**config.mk**
```make
export PLATFORM = sky130hd
export DESIGN_NAME = lfsr_seq_ctrl_flat
export DESIGN_NICKNAME = d
export VERILOG_FILES = /design/src/rtl/lfsr_seq_ctrl_if.sv /design/src/rtl/lfsr_seq_ctrl.sv /design/src/flat_wrapper.sv
export SDC_FILE = /design/constraint.sdc
export NUM_CORES = 1
export LEC_CHECK = 0
export ABC_AREA = 1
export CAP_MARGIN = 20
export CORE_UTILIZATION = 47
export DETAILED_ROUTE_END_ITERATION = 7
export GPL_TIMING_DRIVEN = 0
export PLACE_DENSITY = 0.79
export SYNTH_ARGS = -nofsm -noshare
export SYNTH_HDL_FRONTEND = slang
export SYNTH_SLANG_ARGS = --single-unit
```
**constraint.sdc**
```tcl
create_clock -name clk -period 1.7 [get_ports clk]
set_clock_uncertainty 0.05 [all_clocks]
set_input_delay 0.34 -clock clk [delete_from_list [all_inputs] [get_ports clk]]
set_output_delay 0.34 -clock clk [all_outputs]
set_load 0.02 [all_outputs]
```
**src/rtl/lfsr_seq_ctrl_if.sv**
```systemverilog
// rtl/lfsr_seq_ctrl_if.sv - sample stream bundle between the LFSR sequencer and its consumer
interface lfsr_seq_ctrl_if #(
  parameter int WIDTH = 8
) ();
  logic [WIDTH-1:0] out_data;
  logic             out_valid;
  logic             out_ready;

  modport master (
    output out_data,
    output out_valid,
    input  out_ready
  );

  modport slave (
    input  out_data,
    input  out_valid,
    output out_ready
  );
endinterface

```
**src/rtl/lfsr_seq_ctrl.sv**
```systemverilog
// rtl/lfsr_seq_ctrl.sv - seeds and steps an external LFSR, streaming each state as a sample
module lfsr_seq_ctrl #(
  parameter int WIDTH = 8,
  parameter int CNT_W = 8
) (
  input  logic              clk,
  input  logic              rst_n,
  input  logic              ena,
  input  logic              start,
  input  logic [WIDTH-1:0]  seed,
  input  logic [CNT_W-1:0]  count,
  input  logic              abort,
  output logic              lfsr_load,
  output logic [WIDTH-1:0]  lfsr_seed,
  output logic              lfsr_step,
  input  logic [WIDTH-1:0]  lfsr_q,
  lfsr_seq_ctrl_if.master   smp,
  output logic              busy,
  output logic              done,
  output logic              err_lockup
);

  typedef enum logic [2:0] {
    IDLE,
    LOAD,
    CAPTURE,
    EMIT,
    STEP,
    DONE
  } state_t;

  state_t           state;
  logic [CNT_W-1:0] rem;
  logic [WIDTH-1:0] data_q;
  logic             valid_q;

  always_ff @(posedge clk or negedge rst_n) begin
    if (!rst_n) begin
      state      <= IDLE;
      rem        <= '0;
      lfsr_seed  <= '0;
      data_q     <= '0;
      valid_q    <= 1'b0;
      err_lockup <= 1'b0;
    end else if (ena) begin
      // abort wins over everything, including a handshake in the same cycle
      if (abort && state != IDLE) begin
        state   <= IDLE;
        valid_q <= 1'b0;
        rem     <= '0;
      end else begin
        case (state)
          IDLE: begin
            if (start && !abort) begin
              if (count == '0) begin
                state <= DONE;
              end else if (seed == '0) begin
                err_lockup <= 1'b1;
                state      <= DONE;
              end else begin
                rem        <= count;
                lfsr_seed  <= seed;
                err_lockup <= 1'b0;
                state      <= LOAD;
              end
            end
          end
          LOAD:    state <= CAPTURE;
          CAPTURE: begin
            data_q  <= lfsr_q;
            valid_q <= 1'b1;
            state   <= EMIT;
          end
          EMIT: begin
            if (valid_q && smp.out_ready) begin
              valid_q <= 1'b0;
              rem     <= rem - CNT_W'(1);
              state   <= (rem == CNT_W'(1)) ? DONE : STEP;
            end
          end
          STEP:    state <= CAPTURE;
          DONE:    state <= IDLE;
          default: state <= IDLE;
        endcase
      end
    end
  end

  // strobes are gated by ena so a frozen cycle neither loses nor repeats them
  assign lfsr_load     = ena && (state == LOAD);
  assign lfsr_step     = ena && (state == STEP);
  assign done          = ena && (state == DONE);
  assign busy          = (state != IDLE);
  assign smp.out_valid = valid_q && ena;
  assign smp.out_data  = data_q;

endmodule

```
**src/flat_wrapper.sv**
```systemverilog
// flat-port wrapper written by rule: the top's interface ports become plain ports
module lfsr_seq_ctrl_flat 
#(
  parameter int WIDTH = 8,
  parameter int CNT_W = 8
)
  (clk, rst_n, ena, start, seed, count, abort, lfsr_load, lfsr_seed, lfsr_step, lfsr_q, busy, done, err_lockup, smp_out_data, smp_out_valid, smp_out_ready);
  lfsr_seq_ctrl_if #(.WIDTH(WIDTH)) smp_i ();
  input  logic clk;
  input  logic rst_n;
  input  logic ena;
  input  logic start;
  input  logic [WIDTH-1:0] seed;
  input  logic [CNT_W-1:0] count;
  input  logic abort;
  output logic lfsr_load;
  output logic [WIDTH-1:0] lfsr_seed;
  output logic lfsr_step;
  input  logic [WIDTH-1:0] lfsr_q;
  output logic busy;
  output logic done;
  output logic err_lockup;
  output wire logic [$bits(smp_i.out_data)-1:0] smp_out_data;
  output wire logic [$bits(smp_i.out_valid)-1:0] smp_out_valid;
  input wire logic [$bits(smp_i.out_ready)-1:0] smp_out_ready;
  assign smp_out_data = smp_i.out_data;
  assign smp_out_valid = smp_i.out_valid;
  assign smp_i.out_ready = smp_out_ready;
  lfsr_seq_ctrl #(.WIDTH(WIDTH), .CNT_W(CNT_W)) u_core (.clk(clk), .rst_n(rst_n), .ena(ena), .start(start), .seed(seed), .count(count), .abort(abort), .lfsr_load(lfsr_load), .lfsr_seed(lfsr_seed), .lfsr_step(lfsr_step), .lfsr_q(lfsr_q), .smp(smp_i), .busy(busy), .done(done), .err_lockup(err_lockup));
endmodule
```
==> results.md, run 1 <==
* Relative area change from synthesis to final layout at 40.8%
* R2R setup slack at approximately 0.16 ns
* TritonCTS clock tree: built
* Clock input transition at the sequential cells of the worst setup and hold paths at ~0.060 ns
* Count of unresolved DRC violations after routing at 0
* Number of global-route vias before repair at 1522
* Router iterations before antenna repair at 4
* Clock sink total at 29
* Cell area after placement at 2380 um2
* Setup repair after global routing missed its margin: no
* Average routed wire per standard cell at 12.0 um
* Vias per std cell at 4.86
* Total Die Area at 4050 um2
* Final setup vio count at 0
* Combined area of all synthesized cells at between 1500 and 2000 um2
* Fraction of final layout cells with drive strength greater than 1 at 19.0%
* IO Port Bufs at 51
* Slew at the pin with the worst max-slew slack at 0.587 ns
* Yosys top cell area share at 40.6%
* Drt first-iter violations at 143
* Peak Freq at between 600 and 700 MHz
* Global-route wire length before repair at roughly 6900 um
* Antenna Violating Nets Remaining at 0
* Most used standard cell by instance count after synthesis: sky130_fd_sc_hd__nand2_1
* Number of antenna cells inserted at 0
* Die height at 63.6 um
* Global placement routability congestion at 0.833
* Total power density per cell area at 1660 nW/um2
* CP Max Fanout at 2
* Core outline area at 3660 um2
* Number of antenna violations at the first check in global routing at 0
* Number of clock buffers inserted by TritonCTS at 5
* Signal arrival time at the worst endpoint at 1.26 ns
* Worst-case clock buffer depth at 2
* Detailed Route WL at 4070 um
* Final WS setup at 0.0463 ns
* Top cells by area in the synthesized netlist: sky130_fd_sc_hd__dfrtp_1 41%, sky130_fd_sc_hd__nand2_1 18%, sky130_fd_sc_hd__mux2_4 6.7%
* Tot GR Track Use at 22.2%
* Share of the clock period used by the worst path after layout at ~97%
* Number of primary I/O pins at 52
* Std cell rows at 22
* Most common flop cell mapped by yosys: sky130_fd_sc_hd__dfrtp_1
* Shortest clock period the worst path allows after layout at ~1.7 ns
* Run status: completed
* Max Cap Viol at 0
* Synth Area per Inst at 7.80 um2
* Vias at 1643
* Post-Place Setup Slack at -0.582 ns
* Fraction of registers with async set/reset at 100%
* Syn Nets at between 200 and 300
* CP bufs+invs at 1
* Stage delay of the slowest cell on the critical path at 0.62 ns
* CP startpoint kind: flip-flop
* Max VDD drop at 0.00100 V
* Most frequent cells after synthesis: 86 x sky130_fd_sc_hd__nand2_1, 29 x sky130_fd_sc_hd__dfrtp_1, 22 x sky130_fd_sc_hd__nor2_1, 20 x sky130_fd_sc_hd__inv_1, 15 x sky130_fd_sc_hd__nand3_1
* Final hold violations at 0
* Most area-hungry cell type in the Yosys netlist: sky130_fd_sc_hd__dfrtp_1
* Number of synthesized flops with an enable pin at 0
* Kind of end point of the critical path: output pin
* Die width at between 60 and 70 um
* Post-synthesis sequential area ratio at around 40%
* Count of pins over their slew limit at 0
* Starting density of the core at about half
* Aggregate global routing overflow at 0
* Cell-by-cell trace of the critical path: clkdlybuf4s50_1
* Root Driver: sky130_fd_sc_hd__clkbuf_8
* Category of the critical setup timing path: flip-flop to output pin
* Post-DP HPWL at 2940 um
* Kind of cell adding the most delay to the critical path: buffers and inverters
* Hold crit path type: primary input to asynchronous set/reset pin
* Insertion delay of the later-clocked pin in the worst-skew pair at 0.29 ns
* Register bit count reported by yosys at 29
* Syn. warnings at 0
* Maximum number of pins on one net before global-route repair at 21
* Net count of the finished layout at 321
* Number of unique standard cell types used by synthesis at 27
* Slew margin rel. at 60.8%
* Summed negative setup slack over all endpoints at 0 ns
* Critical path required time at about 1.3 ns
* Static leakage at 0.00126 uW
* Cells after synthesis at roughly 230
* CTS H-tree lvls at 2
* Post-route cell area at between 2000 and 3000 um2
* Master of the slowest instance on the critical path: sky130_fd_sc_hd__clkdlybuf4s50_1
==> state kept, by name (all words and copies together) (netlist names) <==
register             flops
u_core.err_lockup        1
u_core.lfsr_seed         8
u_core.rem               8
u_core.smp.out_data      8
u_core.state             3
u_core.valid_q           1
==> cell type report <==
class / count / area (um2)
repair buffers: 53 / 527
clock inverters: 1 / 30.0
clock buffers: 7 / 86.3
inverters: 26 / 103
fillers: 318 / 1150
flip-flops and latches: 29 / 729
multi-input cells: 173 / 967
well taps: 48 / 60.1
plain buffers: 1 / 11.3
==> cell usage in the layout (no fill, tap or decap), types with 2 or more instances in the layout <==
cell type	netlist	layout
sky130_fd_sc_hd__nor2_2	5	4
sky130_fd_sc_hd__inv_2	4	5
sky130_fd_sc_hd__dfrtp_2	0	3
sky130_fd_sc_hd__o21ai_1	2	2
sky130_fd_sc_hd__mux2_4	8	8
sky130_fd_sc_hd__dfrtp_1	29	26
sky130_fd_sc_hd__nand2_1	86	86
sky130_fd_sc_hd__o21ai_0	11	11
sky130_fd_sc_hd__nand3_1	15	15
sky130_fd_sc_hd__clkbuf_8	0	6
sky130_fd_sc_hd__buf_2	0	3
sky130_fd_sc_hd__clkdlybuf4s50_1	0	45
sky130_fd_sc_hd__inv_1	20	19
sky130_fd_sc_hd__nand2_2	3	3
sky130_fd_sc_hd__nor2_4	2	4
sky130_fd_sc_hd__nand4_1	2	2
sky130_fd_sc_hd__inv_4	2	2
sky130_fd_sc_hd__nor2_1	22	21
sky130_fd_sc_hd__nand2_4	4	4
sky130_fd_sc_hd__nand3_4	2	2
==> worst register-to-register path: cells and delay by family, from the launching register on <==
family                   cells  cell delay (ns)
adder cells (fa/ha/maj)      1             0.23
buffers and inverters        2             0.20
AND/OR/NAND/NOR              3             0.27
AO/OA/AOI/OAI                2             0.32
flip-flops                   1             0.41
==> logic make-up after synthesis <==
logic type | Yosys count | synth area share [%]
compound gates | 18 | 6.03
xor+xnor | 1 | 0.491
fa+ha+maj | 2 | 1.40
flops | 29 | 40.6
simple gates | 144 | 38.3
buf+inv | 27 | 6.38
mux | 8 | 6.73
==> metrics by stage <==
step,util (%),std cells,power [uW],hold slack [ns]
after global placement,64.4,328,3340,0.405
after CTS,68.2,337,4170,0.402
after floorplan,-,229,2630,-0.00559
final,68.7,338,4180,0.374
after detailed placement,65.1,329,3390,0.409
after global routing,68.7,338,4470,0.415
==> worst paths after layout <==
kind                                        start  cells after the start                     end
max                        u_core.smp.out_data[6]                      1         smp_out_data[6]
min                                         rst_n                      1          u_core.valid_q
max reg2reg                         u_core.rem[0]                      8           u_core.rem[6]
min reg2reg                   u_core.lfsr_seed[3]                      2     u_core.lfsr_seed[3]
max in group asynchronous                   rst_n                      2  u_core.smp.out_data[6]
min in group clk              u_core.lfsr_seed[3]                      2     u_core.lfsr_seed[3]
==> per-layer routing <==
metal	global-route usage [%]	routed length, um
met4	11.9	89
met5	0	0
met3	4.17	205
met2	35.1	1880
met1	28.3	1900
==> where the power goes <==
group	switching (uW)	leakage (uW)	internal [uW]
Clock	268	0.0000585	477
Sequential	262	0.000360	1000
Combinational	1210	0.000845	963
==> what timing repair did <==
item | in CTS | in global routing
buffers inserted | 0 | 1
hold buffers | 0 | 0
endpoints found under the setup margin | 5 | 12
gates resized for setup | 20 | 7
Power figures use the tool's default switching activity.
==> inputs of run 2 (changes only) <==
--- a/config.mk
+++ b/config.mk
@@ -6,8 +6,8 @@
 export NUM_CORES = 1
 export LEC_CHECK = 0
 export ABC_AREA = 1
-export CAP_MARGIN = 20
 export CORE_UTILIZATION = 47
+export CTS_CLUSTER_SIZE = 10
 export DETAILED_ROUTE_END_ITERATION = 7
 export GPL_TIMING_DRIVEN = 0
 export PLACE_DENSITY = 0.79
==> run 2 against run 1 <==
Cell area is 3.1% lower. Count of clock-buffer cells in the layout is 1 lower. Maximum frequency is 0.24% higher. Final cell count is 0.30% lower. Sequential cell count stayed put. Routed wire length is 2.1% lower. Largest power group unchanged.
==> results.md, run 2 (same netlist as run 1, synthesis figures left out) <==
* Run status: completed (unchanged)
* Master of the slowest instance on the critical path: sky130_fd_sc_hd__clkdlybuf4s50_1 (unchanged)
* Launch point of the worst path: u_core.smp.out_data[6] (unchanged)
* Final setup vio count at 0 (unchanged)
* Number of clock buffers inserted by TritonCTS at 5 (unchanged)
* Router iterations before antenna repair at 4 (unchanged)
* Starting density of the core at 48.8% (unchanged)
* Fillcell total at 328 (was 318)
* Global placement routability congestion at 0.833 (unchanged)
* Drt first-iter violations at 131 (was 143)
* Count of unresolved DRC violations after routing at 0 (unchanged)
* Std cell rows at 22 (unchanged)
* Detailed Route WL at 3980 um (was 4070 um)
* Final hold violations at 0 (unchanged)
* Worst-case clock buffer depth at 2 (unchanged)
* CP Max Fanout at 2 (unchanged)
* Worst r2r src: u_core.state[1] (was u_core.rem[0])
* Post-route cell area at 2430 um2 (was 2510 um2)
* Post-DP HPWL at 2870 um (was 2940 um)
* Number of global-route vias before repair at 1538 (was 1522)
* Shortest clock period the worst path allows after layout at 1.65 ns (about the same)
* CP startpoint kind: flip-flop (unchanged)
* Kind of cell adding the most delay to the critical path: buffers and inverters (unchanged)
* Maximum number of pins on one net before global-route repair at 30 (was 21)
* Insertion delay of the later-clocked pin in the worst-skew pair at 0.28 ns (was 0.29 ns)
* Antenna Violating Nets Remaining at 0 (unchanged)
* Global-route wire length before repair at 6650 um (was 6870 um)
* Final WS setup at 0.0502 ns (was 0.0463 ns)
* CP bufs+invs at 1 (unchanged)
* Fraction of final layout cells with drive strength greater than 1 at 18.0% (was 19.0%)
* Critical path required time at 1.31 ns (about the same)
* Tot GR Track Use at 21.3% (was 22.2%)
* Top library cells by usage in the layout, fill and taps aside: 86 x sky130_fd_sc_hd__nand2_1, 44 x sky130_fd_sc_hd__clkdlybuf4s50_1, 26 x sky130_fd_sc_hd__dfrtp_1 (was 86 x sky130_fd_sc_hd__nand2_1, 45 x sky130_fd_sc_hd__clkdlybuf4s50_1, 26 x sky130_fd_sc_hd__dfrtp_1)
* CTS H-tree lvls at 2 (unchanged)
* Finished Layout Cells at 337 (was 338)
* Total power density per cell area at 1620 nW/um2 (was 1660 nW/um2)
* Cell-by-cell trace of the critical path: clkdlybuf4s50_1 (unchanged)
* Kind of end point of the critical path: output pin (unchanged)
* IO Port Bufs at 51 (unchanged)
* Peak Freq at 606 MHz (was 605 MHz)
* Clock sink total at 29 (unchanged)
* Tot Pwr at 3950 uW (was 4180 uW)
* Die height at 63.6 um (unchanged)
* Average routed wire per standard cell at 11.8 um (was 12.0 um)
* Post-cts hold buffer count at 0 (unchanged)
* Category of the critical setup timing path: flip-flop to output pin (unchanged)
* Net count of the finished layout at 320 (was 321)
* Relative area change from synthesis to final layout at 36.4% (was 40.8%)
* Number of antenna violations at the first check in global routing at 0 (unchanged)
* Slew margin rel. at 56.8% (was 60.8%)
* Vias per std cell at 4.92 (was 4.86)
* Aggregate global routing overflow at 0 (unchanged)
* Cell area after placement at 2360 um2 (was 2380 um2)
* Worst Hold Slack at 0.0283 ns (was 0.374 ns)
* Die width at 63.6 um (unchanged)
* Root Driver: sky130_fd_sc_hd__clkbuf_8 (unchanged)
* Max VDD drop at 0.00118 V (was 0.00100 V)
* Setup repair after global routing missed its margin: no (unchanged)
* Leading cell type in the layout, fill and taps excluded: sky130_fd_sc_hd__nand2_1 (unchanged)
* Slew at the pin with the worst max-slew slack at 0.648 ns (was 0.587 ns)
* Total Die Area at 4050 um2 (unchanged)
* Max Cap Viol at 0 (unchanged)
* Cell total after placement at 328 (was 329)
* Number of primary I/O pins at 52 (unchanged)
* Number of antenna cells inserted at 0 (unchanged)
* Core outline area at 3660 um2 (unchanged)
* Count of pins over their slew limit at 0 (unchanged)
* Share of the clock period used by the worst path after layout at 97.0% (was 97.3%)
* Stage delay of the slowest cell on the critical path at 0.62 ns (about the same)
* Vias at 1659 (was 1643)
* Signal arrival time at the worst endpoint at 1.26 ns (about the same)
* Static leakage at 0.00123 uW (was 0.00126 uW)
* Post-Place Setup Slack at -0.550 ns (was -0.582 ns)
* Clock input transition at the sequential cells of the worst setup and hold paths at 0.07 ns (was 0.06 ns)
* TritonCTS clock tree: built (unchanged)
* Hold crit path type: primary input to asynchronous set/reset pin (unchanged)
## run 2: area by class of cell
type / count / area [um2] / area share, %
multi-input cells: 173 / 953 / 39.2
flip-flops and latches: 29 / 729 / 30.0
repair buffers: 52 / 495 / 20.3
inverters: 26 / 103 / 4.21
clock buffers: 6 / 72.6 / 2.98
well taps: 48 / 60.1 / 2.47
plain buffers: 1 / 11.3 / 0.462
clock inverters: 2 / 10.0 / 0.411
## run 2: power breakdown
group          internal [uW]  switching (uW)  total [uW]
clock network            283             267         549
logic                    954            1200        2150
registers               1000             252        1250
total                   2240            1710        3950
## run 2: path summary, 6_finish.rpt
check                      slack [ns]  depth (start not counted)                  end
max in group asynchronous        1.12                          1      u_core.state[0]
min in group clk                 0.42                          2  u_core.lfsr_seed[1]
min                              0.03                          1        u_core.rem[4]
max                              0.05                          1      smp_out_data[6]
max reg2reg                      0.15                         10        u_core.rem[0]
min reg2reg                      0.42                          2  u_core.lfsr_seed[1]
## run 2: metrics by stage
stage               util (%)  setup TNS [ns]
CTS                     66.6         -0.0967
finish                  66.5               0
floorplan                  -               0
global placement        64.4          -14.75
global route            66.5               0
detailed placement      64.4          -15.25
## run 2: metal layers
| metal | GRT usage, % | routed length [um] | share of wire (%) |
|---|---|---|---|
| met5 | 0 | 0 | 0 |
| met4 | 9.66 | 64 | 1.6 |
| met3 | 4.89 | 229 | 5.8 |
| met2 | 34.4 | 1820 | 46 |
| met1 | 26.9 | 1870 | 47 |
## run 2: what timing repair did
action / 4_1_cts / 5_1_grt
setup endpoints to repair: 5 / 9
buffers inserted: 1 / 0
gates resized for setup: 20 / 4
endpoints found under the hold margin: 0 / 0
## run 2: worst reg2reg max path: cells and delay by family (launching register included)
family                 cells  cell delay, ns
DFF                        1            0.41
buffers and inverters      2            0.25
and+or+nand+nor            8            0.74
